[src/rtl/adc_sample_fifo.sv]
// Elastic ADC sample buffer: the codec side never stalls, and samples arriving while full are dropped and counted.
// Optional output priming (hold output until PREFILL samples are buffered): define ADC_SAMPLE_FIFO_PREFILL_EN.
module adc_sample_fifo #(
  parameter int DATA_W  = 32,
  parameter int DEPTH   = 16,
  parameter int CNT_W   = 16,
  parameter int PREFILL = 4
) (
  input  logic                       clock,
  input  logic                       reset,
  input  logic                       clear,
  input  logic [DATA_W-1:0]          in_data,
  input  logic                       in_valid,
  output logic                       in_ready,
  output logic [DATA_W-1:0]          out_data,
  output logic                       out_valid,
  input  logic                       out_ready,
  output logic [$clog2(DEPTH):0]     level,
  output logic                       overflow,
  output logic [CNT_W-1:0]           overflow_cnt
);

  localparam int AW = $clog2(DEPTH);
  localparam int LW = AW + 1;

  if (DEPTH < 2 || (DEPTH & (DEPTH - 1)) != 0 || PREFILL < 1 || PREFILL > DEPTH) begin : g_bad_params
    $error("adc_sample_fifo: DEPTH must be a power of two >= 2 and PREFILL in 1..DEPTH");
  end

  logic [DATA_W-1:0] mem [DEPTH];
  logic [AW-1:0]     wr_ptr;
  logic [AW-1:0]     rd_ptr;
  logic [LW-1:0]     level_nxt;
  logic              push;
  logic              pop;
  logic              full;
  logic              accept;
  logic              drop;

  always_comb begin
    push      = in_valid && in_ready;
    pop       = out_valid && out_ready;
    full      = (level == LW'(DEPTH));
    // A pop in the same cycle frees the slot, so a push while full is still accepted.
    accept    = push && (!full || pop);
    drop      = push && full && !pop;
    level_nxt = level;
    if (accept && !pop)
      level_nxt = level + LW'(1);
    else if (pop && !accept)
      level_nxt = level - LW'(1);
  end

  // Sample storage carries no reset; out_data is only meaningful while out_valid=1.
  always_ff @(posedge clock) begin
    if (accept && !clear)
      mem[wr_ptr] <= in_data;
  end

  assign out_data = mem[rd_ptr];

  always_ff @(posedge clock or negedge reset) begin
    if (!reset) begin
      in_ready     <= 1'b0;
      wr_ptr       <= '0;
      rd_ptr       <= '0;
      level        <= '0;
      overflow     <= 1'b0;
      overflow_cnt <= '0;
    end else begin
      in_ready <= 1'b1;
      if (clear) begin
        wr_ptr       <= '0;
        rd_ptr       <= '0;
        level        <= '0;
        overflow     <= 1'b0;
        overflow_cnt <= '0;
      end else begin
        if (accept)
          wr_ptr <= wr_ptr + AW'(1);
        if (pop)
          rd_ptr <= rd_ptr + AW'(1);
        level <= level_nxt;
        if (drop) begin
          overflow <= 1'b1;
          if (overflow_cnt != '1)
            overflow_cnt <= overflow_cnt + CNT_W'(1);
        end
      end
    end
  end

`ifdef ADC_SAMPLE_FIFO_PREFILL_EN
  localparam logic [0:0] PRIMING   = 1'b0;
  localparam logic [0:0] STREAMING = 1'b1;

  logic [0:0] state;

  always_ff @(posedge clock or negedge reset) begin
    if (!reset) begin
      state <= PRIMING;
    end else if (clear) begin
      state <= PRIMING;
    end else begin
      case (state)
        PRIMING:   if (level_nxt >= LW'(PREFILL)) state <= STREAMING;
        STREAMING: if (pop && !accept && level_nxt == '0) state <= PRIMING;
        default:   state <= PRIMING;
      endcase
    end
  end

  assign out_valid = (state == STREAMING) && (level != '0);
`else
  assign out_valid = (level != '0);
`endif

endmodule

[config.mk]
export PLATFORM = sky130hd
export DESIGN_NAME = adc_sample_fifo
export DESIGN_NICKNAME = d
export VERILOG_FILES = /design/src/rtl/adc_sample_fifo.sv
export SDC_FILE = /design/constraint.sdc
export NUM_CORES = 1
export LEC_CHECK = 0
export BUFFER_PORTS_ARGS = -buffer_cell sky130_fd_sc_hd__buf_2
export CAP_MARGIN = 20
export CORE_ASPECT_RATIO = 2
export CORE_MARGIN = 2
export CORE_UTILIZATION = 49
export CTS_BUF_LIST = sky130_fd_sc_hd__clkbuf_4
export DETAILED_ROUTE_END_ITERATION = 7
export GPL_ROUTABILITY_DRIVEN = 0
export PLACE_DENSITY_LB_ADDON = 0.15
export SLEW_MARGIN = 40
export SYNTH_ARGS = -nofsm -noshare
export SYNTH_HDL_FRONTEND = slang
export SYNTH_SLANG_ARGS = --single-unit
[constraint.sdc]
create_clock -name clock -period 3.5 [get_ports clock]
set_input_delay 0.35 -clock clock [delete_from_list [all_inputs] [get_ports clock]]
set_output_delay 0.35 -clock clock [all_outputs]
set_load 0.02 [all_outputs]
Word-level counts from Yosys, hierarchy flattened
Memory sizes are Yosys's and may differ from the RTL's.
Cells that the tools add are included.
{"block": "totals", "register_bits": 31, "mem_bits_rw": 512, "inputBits": 37, "output_inout_bits": 56, "wordCells": 48, "mem_count": 1}
{"block": "classes", "add_sub_neg": 5, "n_eq_ne": 2, "muxes": 14, "reduce_logical": 20}
{"name": "mem", "words": 16, "word_bits": 32, "read_ports": 1, "rd_ports_with_merged_regs": 0, "wr": 1, "line": "30", "source": "logic [DATA_W-1:0] mem [DEPTH];"}
{"cell": "2-to-1 mux 16 bit", "n": 3}
{"cell": "adder 16 x 1 -> 16 bit, second input constant", "n": 1}
{"cell": "2-to-1 mux 4 bit", "n": 4}
{"cell": "!= test 16 bit, second input constant", "n": 1}
{"cell": "2-to-1 mux 5 bit", "n": 3}
{"cell": "adder 4 x 1 -> 4 bit, second input constant", "n": 2}
{"cell": "logical AND 1 bit", "n": 8}
{"cell": "nonzero test 2 bit", "n": 4}
{"cell": "adder 5 x 1 -> 5 bit, second input constant", "n": 1}
{"cell": "equality test 5 bit, second input constant", "n": 1}
{"cell": "nonzero test 5 bit", "n": 1}
{"cell": "subtractor 5 x 1 -> 5 bit, second input constant", "n": 1}
{"cell": "logical NOT 1 bit", "n": 4}
{"cell": "2-to-1 mux 1 bit", "n": 4}
{"cell": "nonzero test 3 bit", "n": 1}
{"cell": "AND reduction 2 bit", "n": 1}
{"cell": "logical OR 1 bit", "n": 1}

Logic depth before layout (Yosys ltp)
Gate-level depths: netlist of the first run.
{"block": "depth", "word_depth": 9, "ltp_mapped": 8, "depth_no_buf": 7}

Worst setup path after synthesis of the first run
Ideal clock, no wire load.
{"block": "synth_timing", "kind": "register -> register", "startpoint": "register level[0]", "endpoint": "memory mem[12][0] (enable)", "setup_ns": 0.421, "arrival_time_ns": 2.593, "required_ns": 3.079, "setup_slack_ns": 0.486, "stages_incl_launch_ff": 5, "n_path_buf": 0, "synth_period_minus_slack_ns": 3.014, "path_cell_list": "dfrtp_1 -> nor4_1 -> a21oi_1 -> nand2_1 -> nor2_1"}
{"block": "synth_via", "elab_chain_len": 7, "elab_cells_between_ends": 9, "cone_classes": "eq/ne: 1; mux: 2; reduce/logical: 6"}
{"element": "from (decl)", "line": "18", "source": "output logic [$clog2(DEPTH):0] level,"}
{"element": "from (signal assigned)", "line": "83", "source": "level <= level_nxt;"}
{"element": "equality test 5 bit / nonzero test 5 bit (equally long branches)", "line": "43, 115"}
{"element": "logical NOT 1 bit / logical AND 1 bit (equally long branches)", "line": "45, 42"}
{"element": "logical OR 1 bit *", "line": "45", "source": "accept = push && (!full || pop);"}
{"element": "logical AND 1 bit *", "line": "45"}
{"element": "logical AND 1 bit *", "line": "56", "source": "if (accept && !clear)"}
{"element": "2-to-1 mux 1 bit *", "line": "56"}
{"element": "2-to-1 mux 1 bit (implied by the code) *", "line": "57", "source": "mem[wr_ptr] <= in_data;"}
{"element": "to (decl)", "line": "30"}
Every way passes the cells marked *; elsewhere a longest branch is shown, timed or not.

Final worst setup path of the first run
{"block": "layout_timing", "startpoint": "register rd_ptr[0]", "endpoint": "output port out_data[0]"}
{"block": "layout_via", "elab_chain_len": 1}
{"element": "from (decl)", "line": "32", "source": "logic [AW-1:0] rd_ptr;"}
{"element": "from (signal assigned)", "line": "82", "source": "rd_ptr <= rd_ptr + AW'(1);"}
{"element": "memory (16 x 32 bit)"}
{"element": "to (decl)", "line": "15", "source": "output logic [DATA_W-1:0] out_data,"}
Every way passes these cells.

==> impl_metrics.toml, run 1 <==
[finish]
post_route_cells_drive_above_1_share_pct = 40.0
fillers = 3252
layout-area-overhead-vs-synth_pct = 16.3
final_area_um2 = 24500
finish.net_count = 1209

[clock_tree]
tritoncts = "yes"
clk_latency_worst_skew_pair_ps = 860
cts-buffers-inserted = 116
numClockSinks = 543
ctsHtreeMaxLevel = 3
clock_tree.buffer_depth = 3
post_cts.repair.setup_buffers = 0
clk_root_buffer_cell = "sky130_fd_sc_hd__clkbuf_4"
worst_setup_hold_path_clk_slew_ps = 70

[critical_path]
regToRegSetupSlack_ps = 650
worst_path_most_repeated_cell = "sky130_fd_sc_hd__mux4_2"
critPathKind = "flop to output port"
cp_data_arrival_time_ps = 2990
max_stage_delay_ps = 570
crit_path_end_kind = "output port"
cell_breakdown_of_the_critical_path = "buf_12 -> mux4_2 -> mux4_2 -> buf_2"
startpoint_kind_of_the_worst_setup_timing_path = "flop"
crit_path_max_fanout = 46
timing.critical_path.required_ps = 3150
critPathSlowestCell = "sky130_fd_sc_hd__mux4_2"

[sta]
worst_slew_margin_rel_pct = 52.4
hold_viol_final = 0
skew_ps = 64.1
worst_slack_ps = 162
hold-worst-slack_ps = 126
finalWorstPathRequiredPeriod_ps = 3340
clock.fmax_ghz = 0.300
fin_crit_sh_pct = 95.4
rsz0062_at_grt = "no"
timing.final.setup_violations = 0
worstMarginPinSlew_ps = 714
fin_setup_tns_ps = 0
final_max_slew_viol_count = 0

[synthesis]
synth.ff_latch_count = 543
yosys_most_used_dff = "sky130_fd_sc_hd__edfxtp_1"
mappedNetlistNets = 973
netlist.area_leader.share_pct = 72.8
netlist_top_cells_area = "sky130_fd_sc_hd__edfxtp_1 (73%), sky130_fd_sc_hd__mux4_2 (17%), sky130_fd_sc_hd__dfrtp_1 (3.7%), sky130_fd_sc_hd__ha_1 (0.59%), sky130_fd_sc_hd__nor2_1 (0.57%)"
synthesis.area_per_instance_um2 = 22.8
ys_seq_area_share_pct = 76.5
async_reset_ff_share_pct = 5.71
synth-edff-count = 512
synth.cell_area_um2 = 21100
syn-instance-count = 925
number_of_unique_standard_cell_types_used_by_synthesis = 47
synth_top_cell_by_area = "sky130_fd_sc_hd__edfxtp_1"
yosysWarnings = 0

[power]
power_density_nw_per_um2 = 596
static-leakage-power_nw = 7.88
power_w = 0.0146
vdd_drop_max_mv = 0.418

[job]
timing.max_cap.violations = 0

[route]
routed-via-count = 10400
number_of_drc_markers_in_iteration_0 = 624
detailedRoute.firstPassIterationCount = 4
routedWlPerCell_um = 24.8
vias_per_cell = 5.75
route.final.wire_length_um = 44600
postRouteAntennaNets = 0
drc = 0

[place]
dpl_cell_area_um2 = 22600
placement.io_buffers = 92
pre_cts_ws_ps = 665
hpwlAfterDp_um = 24100

[floorplan]
core_um2 = 42600
die_area_um2 = 44900
die_h_um = 298
pin_count = 93
initial_utilization_pct = 49.6
die_width_um = 151
core.rowCount = 107

[global_routing]
grt_pass1_vias = 11500
grt_antenna_before_repair = 1
globalRouteTotalUtil_pct = 20.9
grt_pass1_wl_um = 67900
grt_start_max_net_pins = 49
grt_overflow = 0

[worst_hold_path]
holdCritPathClass = "input port to flop"

[outcome]
outcome = "finished clean"
[cell usage after synthesis (2+ instances only)]
cell / n
sky130_fd_sc_hd__buf_1: 17
sky130_fd_sc_hd__or4_4: 2
sky130_fd_sc_hd__mux2i_1: 2
sky130_fd_sc_hd__dfrtp_1: 31
sky130_fd_sc_hd__nor2b_1: 5
sky130_fd_sc_hd__nor4_1: 5
sky130_fd_sc_hd__nand2_1: 13
sky130_fd_sc_hd__o31ai_1: 7
sky130_fd_sc_hd__ha_1: 10
sky130_fd_sc_hd__o21a_1: 3
sky130_fd_sc_hd__a21oi_1: 15
sky130_fd_sc_hd__mux4_2: 160
sky130_fd_sc_hd__clkbuf_8: 3
sky130_fd_sc_hd__xnor2_1: 3
sky130_fd_sc_hd__or4_1: 8
sky130_fd_sc_hd__inv_1: 7
sky130_fd_sc_hd__o211ai_1: 4
sky130_fd_sc_hd__or3_1: 3
sky130_fd_sc_hd__nand4_1: 7
sky130_fd_sc_hd__o41ai_1: 2
sky130_fd_sc_hd__edfxtp_1: 512
sky130_fd_sc_hd__o21ai_0: 3
sky130_fd_sc_hd__nor2_1: 32
sky130_fd_sc_hd__and2_1: 2
sky130_fd_sc_hd__clkbuf_1: 22
sky130_fd_sc_hd__a211oi_1: 2
sky130_fd_sc_hd__buf_6: 2
sky130_fd_sc_hd__nor3_1: 3
sky130_fd_sc_hd__mux2_2: 7
sky130_fd_sc_hd__xor2_1: 3
sky130_fd_sc_hd__nand3_1: 14
[placed cells by master, fill, tap and decap left out, drive strengths merged, types with 5 or more instances in the layout]
cell type    netlist  routed
a21oi             15      15
buf               19     126
clkbuf            25     166
clkinv             0      39
dfrtp             31      31
dlygate4sd3        0      36
edfxtp           512     512
ha                10      10
inv                7       9
mux2               7       7
mux4             160     160
nand2             13      13
nand3             14      14
nand4              7       7
nor2              32      32
nor2b              5       5
nor4               5       5
o31ai              7       7
or4               10      10
[flip-flops by register name, summed over array words and instances, names as in the netlist]
| signal | count |
|---|---|
| overflow_cnt | 16 |
| wr_ptr | 4 |
| mem | 512 |
| in_ready | 1 |
| rd_ptr | 4 |
| overflow | 1 |
| level | 5 |
[final timing paths]
path	depth (start not counted)	end	start
worst max-delay path	4	out_data[0]	rd_ptr[0]
worst min-delay path	5	overflow_cnt[1]	in_valid
worst max register to register	7	level[4]	level[1]
worst min register to register	1	overflow	overflow
max in group asynchronous	3	rd_ptr[1]	reset
min in group asynchronous	3	overflow_cnt[4]	reset
[what timing repair did]
item                                   CTS  global route
resized for setup                        0             0
endpoints found under the hold margin  559            15
hold buffers                            35             1
[report_power, final]
| group | total, W | internal (W) | switching (W) |
|---|---|---|---|
| combinational | 0.00259 | 0.00132 | 0.00126 |
| clock | 0.00479 | 0.00242 | 0.00237 |
| sequential | 0.00726 | 0.00716 | 0.0000993 |
[area by class of cell]
type	count	area, um^2	share of cell area [%]
sequential	543	16200	65.9
clock inverter	46	283	1.15
multi-input combinational	331	4850	19.8
inverter	7	26.3	0.107
timing repair buffer	162	1290	5.26
antenna	1	2.50	0.0102
clock buffer	166	1250	5.08
tap	545	682	2.78
[kinds of logic after synthesis]
| family | synth area share [%] |
|---|---|
| XOR/XNOR | 0.249 |
| adder cells (fa/ha/maj) | 0.688 |
| flip-flops | 76.5 |
| buffers and inverters | 1.12 |
| AND/OR/NAND/NOR | 2.46 |
| other | 0.0178 |
| AO/OA/AOI/OAI | 1.42 |
| multiplexers | 17.5 |
[worst max-delay path, delay by kind of cell (launching register included)]
family   cells  cell delay, ps
buf+inv      2             530
flops        1             470
mux          2            1120
[metrics by stage]
step | instances | util (%)
floorplan | 925 | -
global placement | 1552 | 53.2
detailed placement | 1552 | 53.2
CTS | 1799 | 57.6
global route | 1801 | 57.6
finish | 1801 | 57.6
[per-layer routing]
layer  GRT usage (%)  routed length (um)
met4            7.81                1100
met1            26.0               17100
met3            3.68                2030
met2            36.5               24400
met5               0                   0
Power figures use the tool's default switching activity.
==> run 2: changes to the inputs <==
PLACE_DENSITY = 0.76   (was not set)
PLACE_DENSITY_LB_ADDON = not set   (was 0.15)
==> run 2 against run 1 <==
Net effect:
- worst hold slack improved by 64 ps
- sequential power hardly changed
- clock skew decreased by 25 ps
- fmax is 0.69% lower
- register-to-register slack barely moved
- global-route usage fell by 0.81 points
- critical path depth did not move
- critical path type unchanged
- via count rose by 0.41%
- core utilization is 0.42 points lower
- flip-flop and latch count stayed put
- die area is the same
- highest routed layer is now met5
- combinational power barely moved
==> impl_metrics.toml, run 2 (same netlist as run 1, synthesis figures left out) <==
[sta]
worstMarginPinSlew_ps = 714
fin_setup_tns_ps = 0
timing.final.setup_violations = 0
final_max_slew_viol_count = 0
clock.fmax_ghz = 0.298
finalWorstPathRequiredPeriod_ps = 3360
worst_slew_margin_rel_pct = 52.3
fin_crit_sh_pct = 96.0
skew_ps = 38.7
rsz0062_at_grt = "no"
hold_viol_final = 0

[finish]
multi_input_area_um2 = 4850
post_route_cells_drive_above_1_share_pct = 38.8
mostFrequentLayoutCells = "sky130_fd_sc_hd__edfxtp_1 (512), sky130_fd_sc_hd__mux4_2 (160), sky130_fd_sc_hd__clkbuf_4 (146)"
sequential_cell_area_um2 = 16200
top_register = "mem"
largestRegisters = "mem x512, overflow_cnt x16, level x5"
finish.net_count = 1199
fillers = 3060
final_common_cell = "sky130_fd_sc_hd__edfxtp_1"
largest_register_ffs = 512
layout-area-overhead-vs-synth_pct = 15.4

[route]
route.final.wire_length_um = 43300
number_of_drc_markers_in_iteration_0 = 772
postRouteAntennaNets = 0
detailedRoute.firstPassIterationCount = 7
routedWlPerCell_um = 24.3
drc = 0
routed-via-count = 10400
vias_per_cell = 5.83

[floorplan]
initial_utilization_pct = 49.6
core_um2 = 42600
die_area_um2 = 44900
die_h_um = 298
core.rowCount = 107
die_width_um = 151
pin_count = 93

[clock_tree]
clock_tree.buffer_depth = 3
cts-buffers-inserted = 107
ctsHtreeMaxLevel = 3
tritoncts = "yes"
clk_latency_worst_skew_pair_ps = 810
numClockSinks = 543
worst_setup_hold_path_clk_slew_ps = 80
clk_root_buffer_cell = "sky130_fd_sc_hd__clkbuf_4"

[global_routing]
grt_overflow = 0
globalRouteTotalUtil_pct = 20.1
grt_pass1_vias = 11200
grt_pass1_wl_um = 66300
grt_antenna_before_repair = 4
grt_start_max_net_pins = 61

[critical_path]
setup.worst_path.start = "rd_ptr[0]"
cp_data_arrival_time_ps = 3010
regToRegSetupSlack_ps = 640
crit_path_end_kind = "output port"
crit_path_max_fanout = 60
reg2regPathDepth = 7
startpoint_kind_of_the_worst_setup_timing_path = "flop"
critPathKind = "flop to output port"
regToRegEndpoint = "level[4]"
timing.critical_path.required_ps = 3150
worst_r2r_startpoint = "level[1]"
cp-endpoint = "out_data[15]"

[power]
static-leakage-power_nw = 7.78
power_w = 0.0143
vdd_drop_max_mv = 0.493
power_density_nw_per_um2 = 587

[job]
timing.max_cap.violations = 0

[place]
placement.io_buffers = 92
hpwlAfterDp_um = 24100

[worst_hold_path]
hp-start = "in_valid"
holdCritPathClass = "input port to flop"

[outcome]
outcome = "finished clean"
-- run 2: cell types whose count changed in the layout (fill, tap and decap cells not counted), moves of 2 or more --
| cell | delta |
|---|---|
| sky130_fd_sc_hd__clkbuf_4 | -20 |
| sky130_fd_sc_hd__buf_12 | -6 |
| sky130_fd_sc_hd__clkinv_1 | +5 |
| sky130_fd_sc_hd__buf_16 | +2 |
| sky130_fd_sc_hd__buf_4 | +2 |
| sky130_fd_sc_hd__clkinv_4 | -2 |
-- run 2: metrics by stage --
| stage | setup slack, ps | cell area, um^2 | utilization [%] | cells | hold slack (ps) |
|---|---|---|---|---|---|
| floorplan | 486 | 21100 | - | 925 | 54.4 |
| CTS | 27.1 | 24300 | 57.1 | 1780 | 88.9 |
| global route | 3.39 | 24400 | 57.2 | 1784 | 184 |
| detailed placement | 701 | 22600 | 53.0 | 1550 | 451 |
| global placement | 833 | 22600 | 53.0 | 1550 | 441 |
| finish | 139 | 24400 | 57.2 | 1784 | 190 |
-- run 2: worst max-delay path, cell delays in order (launching register included) --
cell and delay [ps]:
sky130_fd_sc_hd__dfrtp_4 490, sky130_fd_sc_hd__buf_16 380, sky130_fd_sc_hd__mux4_2 570, sky130_fd_sc_hd__mux4_2 530, sky130_fd_sc_hd__buf_2 190
-- run 2: area by class of cell --
type / instances / share of cell area [%]
antenna: 2 / 0.0205
clock buffer: 146 / 4.50
clock inverter: 49 / 1.19
inverter: 7 / 0.108
multi-input combinational: 331 / 19.9
sequential: 543 / 66.3
tap: 545 / 2.80
timing repair buffer: 161 / 5.12
-- run 2: worst min-delay path by stage --
stage | depth (start not counted) | end | slack (ps)
2_1_floorplan | 0 | in_ready | 50
3_3_place_gp | 1 | overflow_cnt[14] | 440
3_5_place_dp | 1 | overflow_cnt[9] | 450
4_1_cts | 2 | overflow_cnt[9] | 90
5_1_grt | 5 | wr_ptr[3] | 180
6_report | 5 | wr_ptr[3] | 190
-- run 2: power by group --
part	switching, W	internal [W]
combinational	0.00126	0.00133
clock	0.00226	0.00218
sequential	0.000112	0.00716
total	0.00363	0.0107
-- run 2: timing repair --
| item | CTS | global route |
|---|---|---|
| gates resized for setup | 1 | 0 |
| hold endpoints to repair | 553 | 8 |
| buffers inserted | 0 | 0 |
| setup endpoints to repair | 1 | 0 |
| hold buffers | 35 | 1 |
-- run 2: layer usage --
layer / vias up / global-route usage (%) / routed length, um
met5: - / 0 / 27
met1: 5409 / 24.2 / 15500
met4: 4 / 6.70 / 1210
met3: 89 / 4.20 / 2630
li1: 4482 / - / -
met2: 421 / 35.9 / 23900
==> run 3: changes to the inputs <==
CAP_MARGIN = not set   (was 20)
CORE_ASPECT_RATIO = 1.4   (was 2)
CORE_UTILIZATION = 59   (was 49)
PLACE_DENSITY = 0.87   (was 0.76)
==> run 3 against run 2 <==
Net effect:
- flip-flop and latch count did not move
- fmax fell by 3.2%
- core utilization rose by 11 points
- design area fell by 0.41%
- clock skew rose by 13 ps
- worst hold slack got worse by 170 ps
- first-iteration DRC count rose by 63%
- critical path type unchanged
- critical endpoint is now out_data[30]
- largest cell class unchanged
- largest power group unchanged
==> impl_metrics.toml, run 3 (same netlist as run 1, synthesis figures left out) <==
[route]
route.final.wire_length_um = 46100
number_of_drc_markers_in_iteration_0 = 1256
vias_per_cell = 6.29
routedWlPerCell_um = 26.9
detailedRoute.firstPassIterationCount = 5
postRouteAntennaNets = 0
drc = 0
routed-via-count = 10800

[place]
hpwlAfterDp_um = 25400
pre_cts_ws_ps = 633
place_inst = 1473
placement.io_buffers = 92

[finish]
largestRegisters = "mem x512, overflow_cnt x16, level x5"
top_register = "mem"
final_cell_count_no_fill = 1714
largest_register_ffs = 512
finish.net_count = 1211
layout-area-overhead-vs-synth_pct = 14.9
final_core_util_pct = 68.3
mostFrequentLayoutCells = "sky130_fd_sc_hd__edfxtp_1 (512), sky130_fd_sc_hd__mux4_2 (160), sky130_fd_sc_hd__clkbuf_4 (156)"
final_common_cell = "sky130_fd_sc_hd__edfxtp_1"
post_route_cells_drive_above_1_share_pct = 39.6

[clock_tree]
numClockSinks = 543
ctsHtreeMaxLevel = 3
tritoncts = "yes"
worst_setup_hold_path_clk_slew_ps = 80
clk_latency_worst_skew_pair_ps = 810
clock_tree.buffer_depth = 3
clk_root_buffer_cell = "sky130_fd_sc_hd__clkbuf_4"
cts-buffers-inserted = 114

[critical_path]
timing.critical_path.required_ps = 3150
regToRegSetupSlack_ps = 550
critPathSlowestCell = "sky130_fd_sc_hd__dfrtp_4"
cp_data_arrival_time_ps = 3120
crit_path_end_kind = "output port"
crit_path_max_fanout = 33
worst_path_most_repeated_cell = "sky130_fd_sc_hd__mux4_2"
regToRegEndpoint = "mem[13][31]"
cell_breakdown_of_the_critical_path = "buf_12 -> mux4_2 -> mux4_2 -> buf_2"
cpLargestDelayFamily = "multiplexers"
critPathKind = "flop to output port"
max_stage_delay_ps = 610
startpoint_kind_of_the_worst_setup_timing_path = "flop"
critical_path_depth = 4
worst_r2r_startpoint = "level[4]"
critical_path.n_buffers_inverters = 2
reg2regPathDepth = 5

[floorplan]
pin_count = 93
die_area_um2 = 37300
core_um2 = 35500
die_width_um = 164
initial_utilization_pct = 59.5
core.rowCount = 82
die_h_um = 228

[global_routing]
grt_pass1_wl_um = 68000
grt_pass1_vias = 11400
globalRouteTotalUtil_pct = 25.0
grt_antenna_before_repair = 3
grt_start_max_net_pins = 78
grt_overflow = 0

[power]
power_switching_w = 0.00369
switching_share_pct = 25.6
power_w = 0.0144
vdd_drop_max_mv = 0.467
clkPwrFrac_pct = 31.5
combinationalPowerShare_pct = 18.0
power_density_nw_per_um2 = 594
cell_internal_pwr_w = 0.0107
static-leakage-power_nw = 7.83
seqPwrFrac_pct = 50.5

[sta]
worstMarginPinSlew_ps = 703
fin_crit_sh_pct = 99.2
worst_slew_margin_rel_pct = 53.0
worst_slack_ps = 28.4
timing.final.setup_violations = 0
finalWorstPathRequiredPeriod_ps = 3470
rsz0062_at_grt = "yes"
skew_ps = 51.4
clock.fmax_ghz = 0.288
hold_viol_final = 0
final_max_slew_viol_count = 0

[outcome]
outcome = "finished clean"

[job]
timing.max_cap.violations = 0

[worst_hold_path]
holdCritPathClass = "input port to asynchronous set/reset pin"
## run 3: how the worst max path moves through the flow
stage                          from      endpoint  slack, ps
after detailed placement   level[0]   mem[13][31]        630
after floorplan            level[0]    mem[12][0]        490
final                     rd_ptr[0]  out_data[30]         30
after global placement     in_valid    mem[13][1]        780
after CTS                 rd_ptr[1]  out_data[30]         10
after global routing      rd_ptr[0]  out_data[30]        -90
## run 3: routing by layer
metal	vias up	wire length, um	global-route usage [%]
li1	4522	-	-
met1	5483	16000	33.1
met2	661	24200	41.3
met3	108	4200	5.00
met4	0	1650	10.3
met5	-	0	0
## run 3: area by class of cell
| cell class | instances | area, um^2 |
|---|---|---|
| clock inverters | 46 | 240 |
| fillers | 2149 | 11200 |
| well taps | 462 | 578 |
| multi-input cells | 331 | 4850 |
| inverters | 7 | 26.3 |
| diodes | 3 | 7.51 |
| repair buffers | 166 | 1230 |
| clock buffers | 156 | 1170 |
| flip-flops and latches | 543 | 16200 |
## run 3: power by group through the flow
stage	combinational [W]	clock, W	sequential [W]
floorplan	0.00190	0	0.00738
global placement	0.00247	0	0.00743
detailed placement	0.00253	0	0.00744
CTS	0.00260	0.00460	0.00728
global route	0.00278	0.00493	0.00729
finish	0.00259	0.00454	0.00728
## run 3: per-stage QoR
stage | hold WS [ps] | setup TNS (ps) | instance area [um^2]
6_report | 18.7 | 0 | 24300
5_1_grt | 6.72 | -152 | 24300
4_1_cts | 43.7 | 0 | 24200
3_5_place_dp | 445 | 0 | 22500
3_3_place_gp | 433 | 0 | 22500
2_1_floorplan | 54.4 | 0 | 21100
## run 3: repair_timing
item / CTS / global route
hold buffers: 35 / 0
gates resized for setup: 0 / 2
buffers inserted: 1 / 0
endpoints found under the hold margin: 552 / 0
endpoints found under the setup margin: 28 / 4
